### src/rtl/fast_slow_hold_buffer.sv
// Sample-domain FIFO feeding a slower consumer: data_out advances once per consumer period,
// shortly after the synchronized consumer clock rises, so it holds for the whole consumer period.
module fast_slow_hold_buffer #(
  parameter int N           = 12,
  parameter int DEPTH       = 4,
  parameter int SYNC_STAGES = 2
) (
  input  logic                     clk,
  input  logic                     reset_n,
  input  logic                     slow_clk,
  input  logic [N-1:0]             data_in,
  input  logic                     data_valid,
  input  logic                     overflow_clr,
  output logic [N-1:0]             data_out,
  output logic                     out_update,
  output logic                     stale,
  output logic [$clog2(DEPTH):0]   fifo_count,
  output logic                     overflow,
  output logic                     state_dbg
);

  localparam int AW = $clog2(DEPTH);
  localparam int CW = AW + 1;
  localparam logic [CW-1:0] FULL = CW'(DEPTH);

  localparam logic [0:0] PRIME = 1'b0;
  localparam logic [0:0] RUN   = 1'b1;

  // Handshake: data_valid is a push with no back-pressure. A push is taken when the FIFO
  // has room or is popped in the same cycle; otherwise the word is dropped and overflow is flagged.

  logic [SYNC_STAGES-1:0] sync_q;
  logic                   edge_q;
  logic                   slow_rise;

  logic [N-1:0]  mem_q [DEPTH];
  logic [AW-1:0] wr_ptr_q, wr_ptr_d;
  logic [AW-1:0] rd_ptr_q, rd_ptr_d;
  logic [CW-1:0] count_q, count_d;
  logic [N-1:0]  data_out_q, data_out_d;
  logic          out_update_q, out_update_d;
  logic          stale_q, stale_d;
  logic          overflow_q, overflow_d;
  logic [0:0]    state_q, state_d;

  logic push, pop, drop;

  // slow_clk is sampled purely as a level; the rise is detected one flop past the chain.
  always_ff @(posedge clk or negedge reset_n) begin
    if (!reset_n) begin
      sync_q <= '0;
      edge_q <= 1'b0;
    end else begin
      sync_q <= {sync_q[SYNC_STAGES-2:0], slow_clk};
      edge_q <= sync_q[SYNC_STAGES-1];
    end
  end

  assign slow_rise = sync_q[SYNC_STAGES-1] & ~edge_q;

  // Full/empty come only from count; a pop frees the slot a same-cycle write needs.
  assign pop  = slow_rise && (count_q != '0);
  assign push = data_valid && ((count_q != FULL) || pop);
  assign drop = data_valid && !push;

  always_comb begin
    wr_ptr_d     = wr_ptr_q;
    rd_ptr_d     = rd_ptr_q;
    count_d      = count_q;
    data_out_d   = data_out_q;
    out_update_d = 1'b0;
    stale_d      = stale_q;
    overflow_d   = overflow_q;
    state_d      = state_q;

    if (push) begin
      wr_ptr_d = wr_ptr_q + AW'(1);
    end

    if (pop) begin
      rd_ptr_d     = rd_ptr_q + AW'(1);
      data_out_d   = mem_q[rd_ptr_q];
      out_update_d = 1'b1;
      stale_d      = 1'b0;
      state_d      = RUN;
    end else if (slow_rise) begin
      stale_d = 1'b1;
    end

    count_d = count_q + CW'(push) - CW'(pop);

    if (drop) begin
      overflow_d = 1'b1;
    end else if (overflow_clr) begin
      overflow_d = 1'b0;
    end
  end

  always_ff @(posedge clk or negedge reset_n) begin
    if (!reset_n) begin
      wr_ptr_q     <= '0;
      rd_ptr_q     <= '0;
      count_q      <= '0;
      data_out_q   <= '0;
      out_update_q <= 1'b0;
      stale_q      <= 1'b1;
      overflow_q   <= 1'b0;
      state_q      <= PRIME;
    end else begin
      wr_ptr_q     <= wr_ptr_d;
      rd_ptr_q     <= rd_ptr_d;
      count_q      <= count_d;
      data_out_q   <= data_out_d;
      out_update_q <= out_update_d;
      stale_q      <= stale_d;
      overflow_q   <= overflow_d;
      state_q      <= state_d;
    end
  end

  // Storage needs no reset: only words between the pointers are ever read.
  always_ff @(posedge clk) begin
    if (push) begin
      mem_q[wr_ptr_q] <= data_in;
    end
  end

  assign data_out   = data_out_q;
  assign out_update = out_update_q;
  assign stale      = stale_q;
  assign fifo_count = count_q;
  assign overflow   = overflow_q;
  assign state_dbg  = state_q;

endmodule

### config.mk
export PLATFORM = sky130hd
export DESIGN_NAME = fast_slow_hold_buffer
export DESIGN_NICKNAME = d
export VERILOG_FILES = /design/src/rtl/fast_slow_hold_buffer.sv
export SDC_FILE = /design/constraint.sdc
export NUM_CORES = 1
export LEC_CHECK = 0
export CAP_MARGIN = 20
export CORE_ASPECT_RATIO = 1.75
export CORE_MARGIN = 2
export CORE_UTILIZATION = 49
export CTS_BUF_LIST = sky130_fd_sc_hd__clkbuf_16
export DETAILED_ROUTE_END_ITERATION = 10
export PLACE_DENSITY = 0.75
export SYNTH_ARGS = -nofsm -noshare
export SYNTH_HDL_FRONTEND = slang
export SYNTH_SLANG_ARGS = --single-unit
### constraint.sdc
create_clock -name clk -period 2.3 [get_ports clk]
set_clock_uncertainty 0.2 [all_clocks]
set_input_delay 0.46 -clock clk [delete_from_list [all_inputs] [get_ports clk]]
set_output_delay 0.46 -clock clk [all_outputs]
set_load 0.05 [all_outputs]
# Word level (Yosys, flattened, before mapping)
# Memory sizes are Yosys's and may differ from the RTL's. A register that Yosys moved wholly into a read port is not among the register bits.
# Index checks and enable logic that the tools add are counted.
[word_totals] mem_count=1 ff_bits=14 mem_bits_rw=48 romBits=0 elab_cells=33 input_bits=17 latch_bits=0
[classes] bitwise_logic=2 n_mux=7 mul=0 shift=0 div_mod_pow=0 n_addsub=4 n_lt_le_gt_ge=0 reduce_logical=9 n_eq_ne=1
[mem_list] memory="mem_q" depth=4 word_bits=12 read_ports=1 rd_ports_with_merged_regs=1 write_ports=1 line="36" rtl="logic [N-1:0] mem_q [DEPTH];"
[ops] cell="$mux W1" n=7
[ops] cell="$add A2 B1 Y2 const B" n=2
[ops] cell="$reduce_bool A2 Y1" n=2
[ops] cell="$add A3 B1 Y3" n=1
[ops] cell="$logic_and A1 B1 Y1" n=3
[ops] cell="$ne A3 B3 Y1 const B" n=1
[ops] cell="$reduce_bool A3 Y1" n=1
[ops] cell="$sub A3 B1 Y3" n=1
[ops] cell="$logic_not A1 Y1" n=2
[ops] cell="$and A1 B1 Y1" n=1
[ops] cell="$logic_or A1 B1 Y1" n=1
[ops] cell="$not A1 Y1" n=1

# Longest topological paths before layout
# Gate-level depths: netlist of run 1.
[depth] word_depth=8 depth_mapped=10 ltp_nobuf=10

# Least setup slack after synthesis of run 1
# OpenSTA, ideal clock, no wires.
[synth_path] path_kind="reg-to-reg" startpoint="register count_q[1] (netlist: fifo_count[1])" endpoint="register count_q[2] (netlist: fifo_count[2])" slack_ns=-0.474 period_less_slack_ns=2.774 n_path_buf=1 arrival_ns=2.431 path_stages_with_launch=11 required_time_ns=1.957 setup_time_ns=0.143 path_cell_list="dfrtp_1 nor3_1 nor2_2 buf_4 ha_1 inv_1 ha_1 inv_1 fa_1 xnor2_1 xnor2_1"
[synth_between] elab_chain_cells=6
[synth_rtl] item="start: declaration" line="39" rtl="logic [CW-1:0] count_q, count_d;"
[synth_rtl] item="start signal: assignment" line="112" rtl="count_q <= count_d;"
[synth_rtl] item="$reduce_bool A3 Y1" line="62" rtl="assign pop = slow_rise && (count_q != '0);"
[synth_rtl] item="$logic_and A1 B1 Y1" line="62"
[synth_rtl] item="$logic_or A1 B1 Y1" line="63" rtl="assign push = data_valid && ((count_q != FULL) || pop);"
[synth_rtl] item="$logic_and A1 B1 Y1" line="63"
[synth_rtl] item="$add A3 B1 Y3" line="90" rtl="count_d = count_q + CW'(push) - CW'(pop);"
[synth_rtl] item="$sub A3 B1 Y3 (*)" line="90"
[synth_rtl] item="named net count_d[2]" line="39"
# Mark *: on every way through the listed nets, which the timed path passes. The rest lies on a longest branch.
# A chain may end at the register's enable or synchronous reset.

# Worst setup path in the final report of run 1
[layout_path] startpoint="input port data_valid" endpoint="register count_q[2] (netlist: fifo_count[2])"
[layout_between] elab_chain_cells=3
[layout_rtl] item="start: declaration" line="12" rtl="input logic data_valid,"
[layout_rtl] item="$logic_and A1 B1 Y1" line="63"
[layout_rtl] item="$add A3 B1 Y3" line="90"
[layout_rtl] item="$sub A3 B1 Y3" line="90"
[layout_rtl] item="named net count_d[2]" line="39"
# The timed path passes the listed nets, and every way through them passes these cells.

==> results of run 1 <==
[path summary, 6_finish.rpt]
check,from,to,slack [ns]
min in group asynchronous,reset_n,data_out[7],0.30
max in group asynchronous,reset_n,stale,1.30
worst max register to register,edge_q,fifo_count[2],0.10
worst max-delay path,data_valid,fifo_count[2],0.03
worst min register to register,sync_q[0],sync_q[1],0.16
worst min-delay path,sync_q[0],sync_q[1],0.16
[flip-flops by register name (all words and copies together) (netlist names)]
name        flops
data_out       12
state_dbg       1
edge_q          1
sync_q          2
rd_ptr_q        2
stale           1
overflow        1
wr_ptr_q        2
fifo_count      3
mem_q          48
out_update      1
[layout by cell type (no fill, tap or decap), types with 3 or more instances in the layout]
| master | Yosys | final |
|---|---|---|
| mux4_1 | 4 | 4 |
| and2_1 | 4 | 4 |
| clkdlybuf4s50_1 | 0 | 32 |
| buf_4 | 1 | 8 |
| mux2_2 | 7 | 7 |
| clkinv_2 | 0 | 6 |
| clkbuf_16 | 0 | 9 |
| ha_1 | 6 | 4 |
| edfxtp_1 | 48 | 48 |
| buf_12 | 1 | 4 |
| dfrtp_1 | 25 | 22 |
| inv_1 | 9 | 6 |
| inv_2 | 0 | 3 |
| mux4_2 | 8 | 8 |
| mux2_4 | 6 | 6 |
[what timing repair did]
action                     in CTS  in global routing
pin swaps                       0                  1
setup endpoints to repair       2                  2
resized for setup               2                  1
setup buffers                   0                  1
[kinds of logic (layout without fill, tap and decap cells)]
kind of cell    Yosys count  after routing  synth area share, %
compound gates            3              3                0.571
xor+xnor                  5              5                 1.54
fa+ha+maj                 7              7                 3.34
buf+inv                  13             71                 2.73
flops                    74             74                 73.5
mux                      25             25                 16.0
simple gates             11             11                 2.33
[critical path, cell delays in order]
cell and delay, ns:
clkdlybuf4s50_1 0.48, inv_1 0.07, a31oi_4 0.16, inv_2 0.06, ha_4 0.23, inv_2 0.06, ha_4 0.12, inv_2 0.03
fa_2 0.35, xnor2_2 0.15, xnor2_1 0.12
[stage by stage]
step / setup WS (ns) / cells / TNS, ns / utilization [%] / hold WS, ns
6_report: 0.0344 / 272 / 0 / 67.0 / 0.162
5_1_grt: 0.00215 / 272 / 0 / 67.0 / 0.181
4_1_cts: 0.00917 / 271 / 0 / 66.8 / 0.163
3_5_place_dp: -0.371 / 255 / -0.640 / 61.7 / 0.136
3_3_place_gp: -0.304 / 255 / -0.521 / 61.7 / 0.143
2_1_floorplan: -0.117 / 138 / -0.133 / - / -0.0356
[per-layer routing]
layer | vias to the layer above | wire length, µm | global-route usage [%]
met5 | - | 0 | 0
met4 | 0 | 125 | 11.2
met3 | 9 | 159 | 4.33
met2 | 32 | 2670 | 26.9
met1 | 712 | 1780 | 19.4
li1 | 633 | - | -
[power by group through the flow]
stage / Combinational [W] / Clock (W) / Sequential (W)
2_1_floorplan: 0.000860 / 0 / 0.00253
3_3_place_gp: 0.00186 / 0 / 0.00206
3_5_place_dp: 0.00193 / 0 / 0.00209
4_1_cts: 0.00193 / 0.00135 / 0.00207
5_1_grt: 0.00201 / 0.00140 / 0.00211
6_report: 0.00190 / 0.00131 / 0.00206
[layout make-up]
type	instances	area (µm²)
clock buffer	9	225
clock inverter	7	60.1
fill	415	1850
inverter	9	33.8
multi-input combinational	51	744
sequential	74	2100
tap	76	95.1
timing repair buffer	46	482
==> impl_metrics.ini, run 1 <==
[worst_setup_path]
arrival_ns = 2.28
cp-end-kind = register
crit_fanout = 2
worstSetupPathType = primary input to register
reg2reg_depth = 10
start_kind = primary input
critical_path_required_ns = 2.31

[min_path]
hp-class = register to register
worstHoldPathCells = 0

[global_route]
grt_pass1_vias = 1461
grt_start_max_net_pins = 27
grt_overflow = 0
antenna_found_initial = 0
grt_use_total_pct = 17.0
grt_pass1_wl_mm = 7.49

[cts]
numCtsBuffers = 9
cts_sinks = 74
postCtsHoldBufs = 0
cts.path.max_buffers = 2
clk_pin_slew_ns = 0.05
tritoncts = yes
htree_levels = 3
root_buffer = clkbuf_16
clock_latency_ns = 0.33

[sta]
rsz0062_at_grt = no
worst_slew_pin_slew_ns = 0.603
hold_viol = 0
drv_slew = 0
slew_headroom_pct = 59.8
post-route-min-period_ns = 2.27
period_share_pct = 98.5
fmax_ghz = 0.441
setup_viol = 0

[power_and_ir_drop]
pwr_density_cell_nw_per_um2 = 1410
p_total_w = 0.00527
leakagePower_nw = 1.41
power_frac_seq_pct = 39.2
clkPwrFrac_pct = 24.8
switching_power_w = 0.00175
p_comb_share_pct = 36.0
ir_drop_v = 0.000842
internal_power_w = 0.00352
swShare_pct = 33.2

[yosys]
ys_async_sr_fraction_pct = 35.1
synth_flop_cell = edfxtp_1
synth_cells = 138
synth_commonest_cells = 48 x edfxtp_1, 25 x dfrtp_1, 9 x inv_1
seq_area_frac_synth_pct = 73.5
synth-seq-cells = 74
synthesis.nets = 162
synth_edf_count = 48
synth_top_cell_by_area = edfxtp_1
netlist_top_cells_area = edfxtp_1 51%, dfrtp_1 22%, mux4_2 6.3%
syn_avg_cell_area_um2 = 20.6
synth.most_common_cell = edfxtp_1
yosys_warnings = 0
synth_cell_types = 27
syn-cell-area_um2 = 2850
yosysTopAreaCellShare_pct = 50.6

[route]
drt_iter0_drc = 63
routed_wl_mm = 4.73
dr.pass1.iters = 4
drt-wirelength-per-cell_um = 17.4
drc_errors = 0
vias = 1386
avgViaCountPerCell = 5.10
ant_nets = 0

[placement]
place_hpwl_mm = 3.18
gp_congestion = 0.639
portBuffers = 35
dpl_cell_area_um2 = 3450

[final_layout]
diodes = 0
nets = 215
area_delta_synth_final_pct = 31.4
finalInstanceArea_um2 = 3740
drive_above_1_share_pct = 33.2

[floorplanning]
initial_utilization_pct = 51.0
die_x_um = 61.6
die_h_um = 105
rows = 36
io_pins = 36
core_um2 = 5590
die-area_um2 = 6460

[run_status]
status = finished, final reports clean

[job]
cap_violations = 0
No activity file was read; power rests on OpenSTA's default activity.
==> run 2, diff against run 1 <==
--- a/config.mk
+++ b/config.mk
@@ -6,7 +6,7 @@
 export NUM_CORES = 1
 export LEC_CHECK = 0
 export CAP_MARGIN = 20
-export CORE_ASPECT_RATIO = 1.75
+export CORE_ASPECT_RATIO = 1.25
 export CORE_MARGIN = 2
 export CORE_UTILIZATION = 49
 export CTS_BUF_LIST = sky130_fd_sc_hd__clkbuf_16
==> impl_metrics.ini, run 2 (same netlist as run 1, synthesis figures left out) <==
[run_status]
status = finished, final reports clean

[cts]
numCtsBuffers = 9
htree_levels = 3
tritoncts = yes
cts.path.max_buffers = 2
root_buffer = clkbuf_16
clock_latency_ns = 0.32
clk_pin_slew_ns = 0.05
cts_sinks = 74
postCtsHoldBufs = 0

[sta]
worst_slew_pin_slew_ns = 0.594
post-route-min-period_ns = 2.26
fmax_ghz = 0.442
whs_ns = 0.160
period_share_pct = 98.4
setup-tns-final_ns = 0
drv_slew = 0
setup_viol = 0
slew_headroom_pct = 60.4
rsz0062_at_grt = no
hold_viol = 0
timing.final.ws_setup_ns = 0.0359

[worst_setup_path]
startpoint = fifo_count[0]
crit_fanout = 4
crit_buf_inv = 1
arrival_ns = 1.60
path_cells = clkdlybuf4s50_1
worstSetupPathType = register to output port
cp_slowest_cell = clkdlybuf4s50_1
r2r-start = fifo_count[1]
start_kind = register
crit_family = buffers and inverters
cp-end-kind = output port
max_stage_delay_ns = 0.83
critical_path_required_ns = 1.64

[placement]
pre_cts_ws_ns = -0.370
gp_congestion = 0.786
place_hpwl_mm = 3.25
portBuffers = 35

[final_layout]
mostFrequentLayoutCell = edfxtp_1
regMostFlops = mem_q
area_delta_synth_final_pct = 30.7
nets = 218
diodes = 0
fillers = 366
largest_reg_flops = 48
final_cell_mix = 48 x edfxtp_1, 31 x clkdlybuf4s50_1, 22 x dfrtp_1
drive_above_1_share_pct = 33.2
fin_util_pct = 65.2

[global_route]
antenna_found_initial = 0
grt_pass1_wl_mm = 7.82
grt_overflow = 0
grt_pass1_vias = 1542
grt_use_total_pct = 17.4
grt_start_max_net_pins = 27

[route]
drt_iter0_drc = 73
avgViaCountPerCell = 5.27
ant_nets = 0
routed_wl_mm = 4.83
wl_met1_mm = 1.95
dr.pass1.iters = 4
drc_errors = 0
dr_wl_met3_um = 139
wl_met2_mm = 2.61
drt-wirelength-per-cell_um = 18.2
vias = 1396
top_layer = met4

[floorplanning]
rows = 31
die_h_um = 89.2
initial_utilization_pct = 49.9
io_pins = 36
die_x_um = 72.2
die-area_um2 = 6440
core_um2 = 5700

[power_and_ir_drop]
ir_drop_v = 0.000649
pwr_density_cell_nw_per_um2 = 1410
leakagePower_nw = 1.43

[job]
cap_violations = 0

[min_path]
min_from = sync_q[0]
hp-class = register to register
[run 2: area by class of cell]
class	count	area [µm²]	area share, %
Sequential cell	74	2100	56.4
Clock inverter	7	53.8	1.45
Multi-Input combinational cell	51	757	20.3
Timing Repair Buffer	49	468	12.6
Inverter	9	33.8	0.908
Tap cell	66	82.6	2.22
Clock buffer	9	225	6.05
[run 2: worst paths after layout]
| path | endpoint | slack [ns] | cells past startpoint |
|---|---|---|---|
| max | fifo_count[0] | 0.04 | 1 |
| min | sync_q[1] | 0.16 | 0 |
| max reg2reg | fifo_count[2] | 0.08 | 10 |
| min reg2reg | sync_q[1] | 0.16 | 0 |
| max in group asynchronous | stale | 1.29 | 2 |
| min in group asynchronous | data_out[10] | 0.31 | 2 |
[run 2: power breakdown]
part | total [W] | internal, W | switching, W | leakage, nW
Sequential | 0.00205 | 0.00181 | 0.000236 | 0.741
Combinational | 0.00192 | 0.000873 | 0.00104 | 0.546
Clock | 0.00129 | 0.000817 | 0.000470 | 0.148
[run 2: per-stage QoR]
stage / power [W] / area [µm²] / cells
2_1_floorplan: 0.00339 / 2930 / 138
3_3_place_gp: 0.00390 / 3420 / 248
3_5_place_dp: 0.00400 / 3420 / 248
4_1_cts: 0.00532 / 3700 / 265
5_1_grt: 0.00552 / 3720 / 265
6_report: 0.00526 / 3720 / 265
[run 2: routing by layer]
| metal | vias up | global-route usage (%) |
|---|---|---|
| met3 | 11 | 3.27 |
| met4 | 0 | 12.2 |
| met2 | 29 | 28.4 |
| met5 | - | 0 |
| met1 | 723 | 21.0 |
| li1 | 633 | - |
[run 2: what timing repair did]
action	CTS	global route
setup buffers	1	0
endpoints found under the setup margin	1	2
pin swaps	2	3
gates resized for setup	2	4
[run 2: worst register-to-register path, delay by kind of cell (launching register included)]
family / cells / cell delay, ns
AND/OR/NAND/NOR: 1 / 0.15
flip-flops: 1 / 0.50
AO/OA/AOI/OAI: 1 / 0.11
XOR/XNOR: 2 / 0.27
adder cells (fa/ha/maj): 3 / 0.69
buffers and inverters: 3 / 0.17
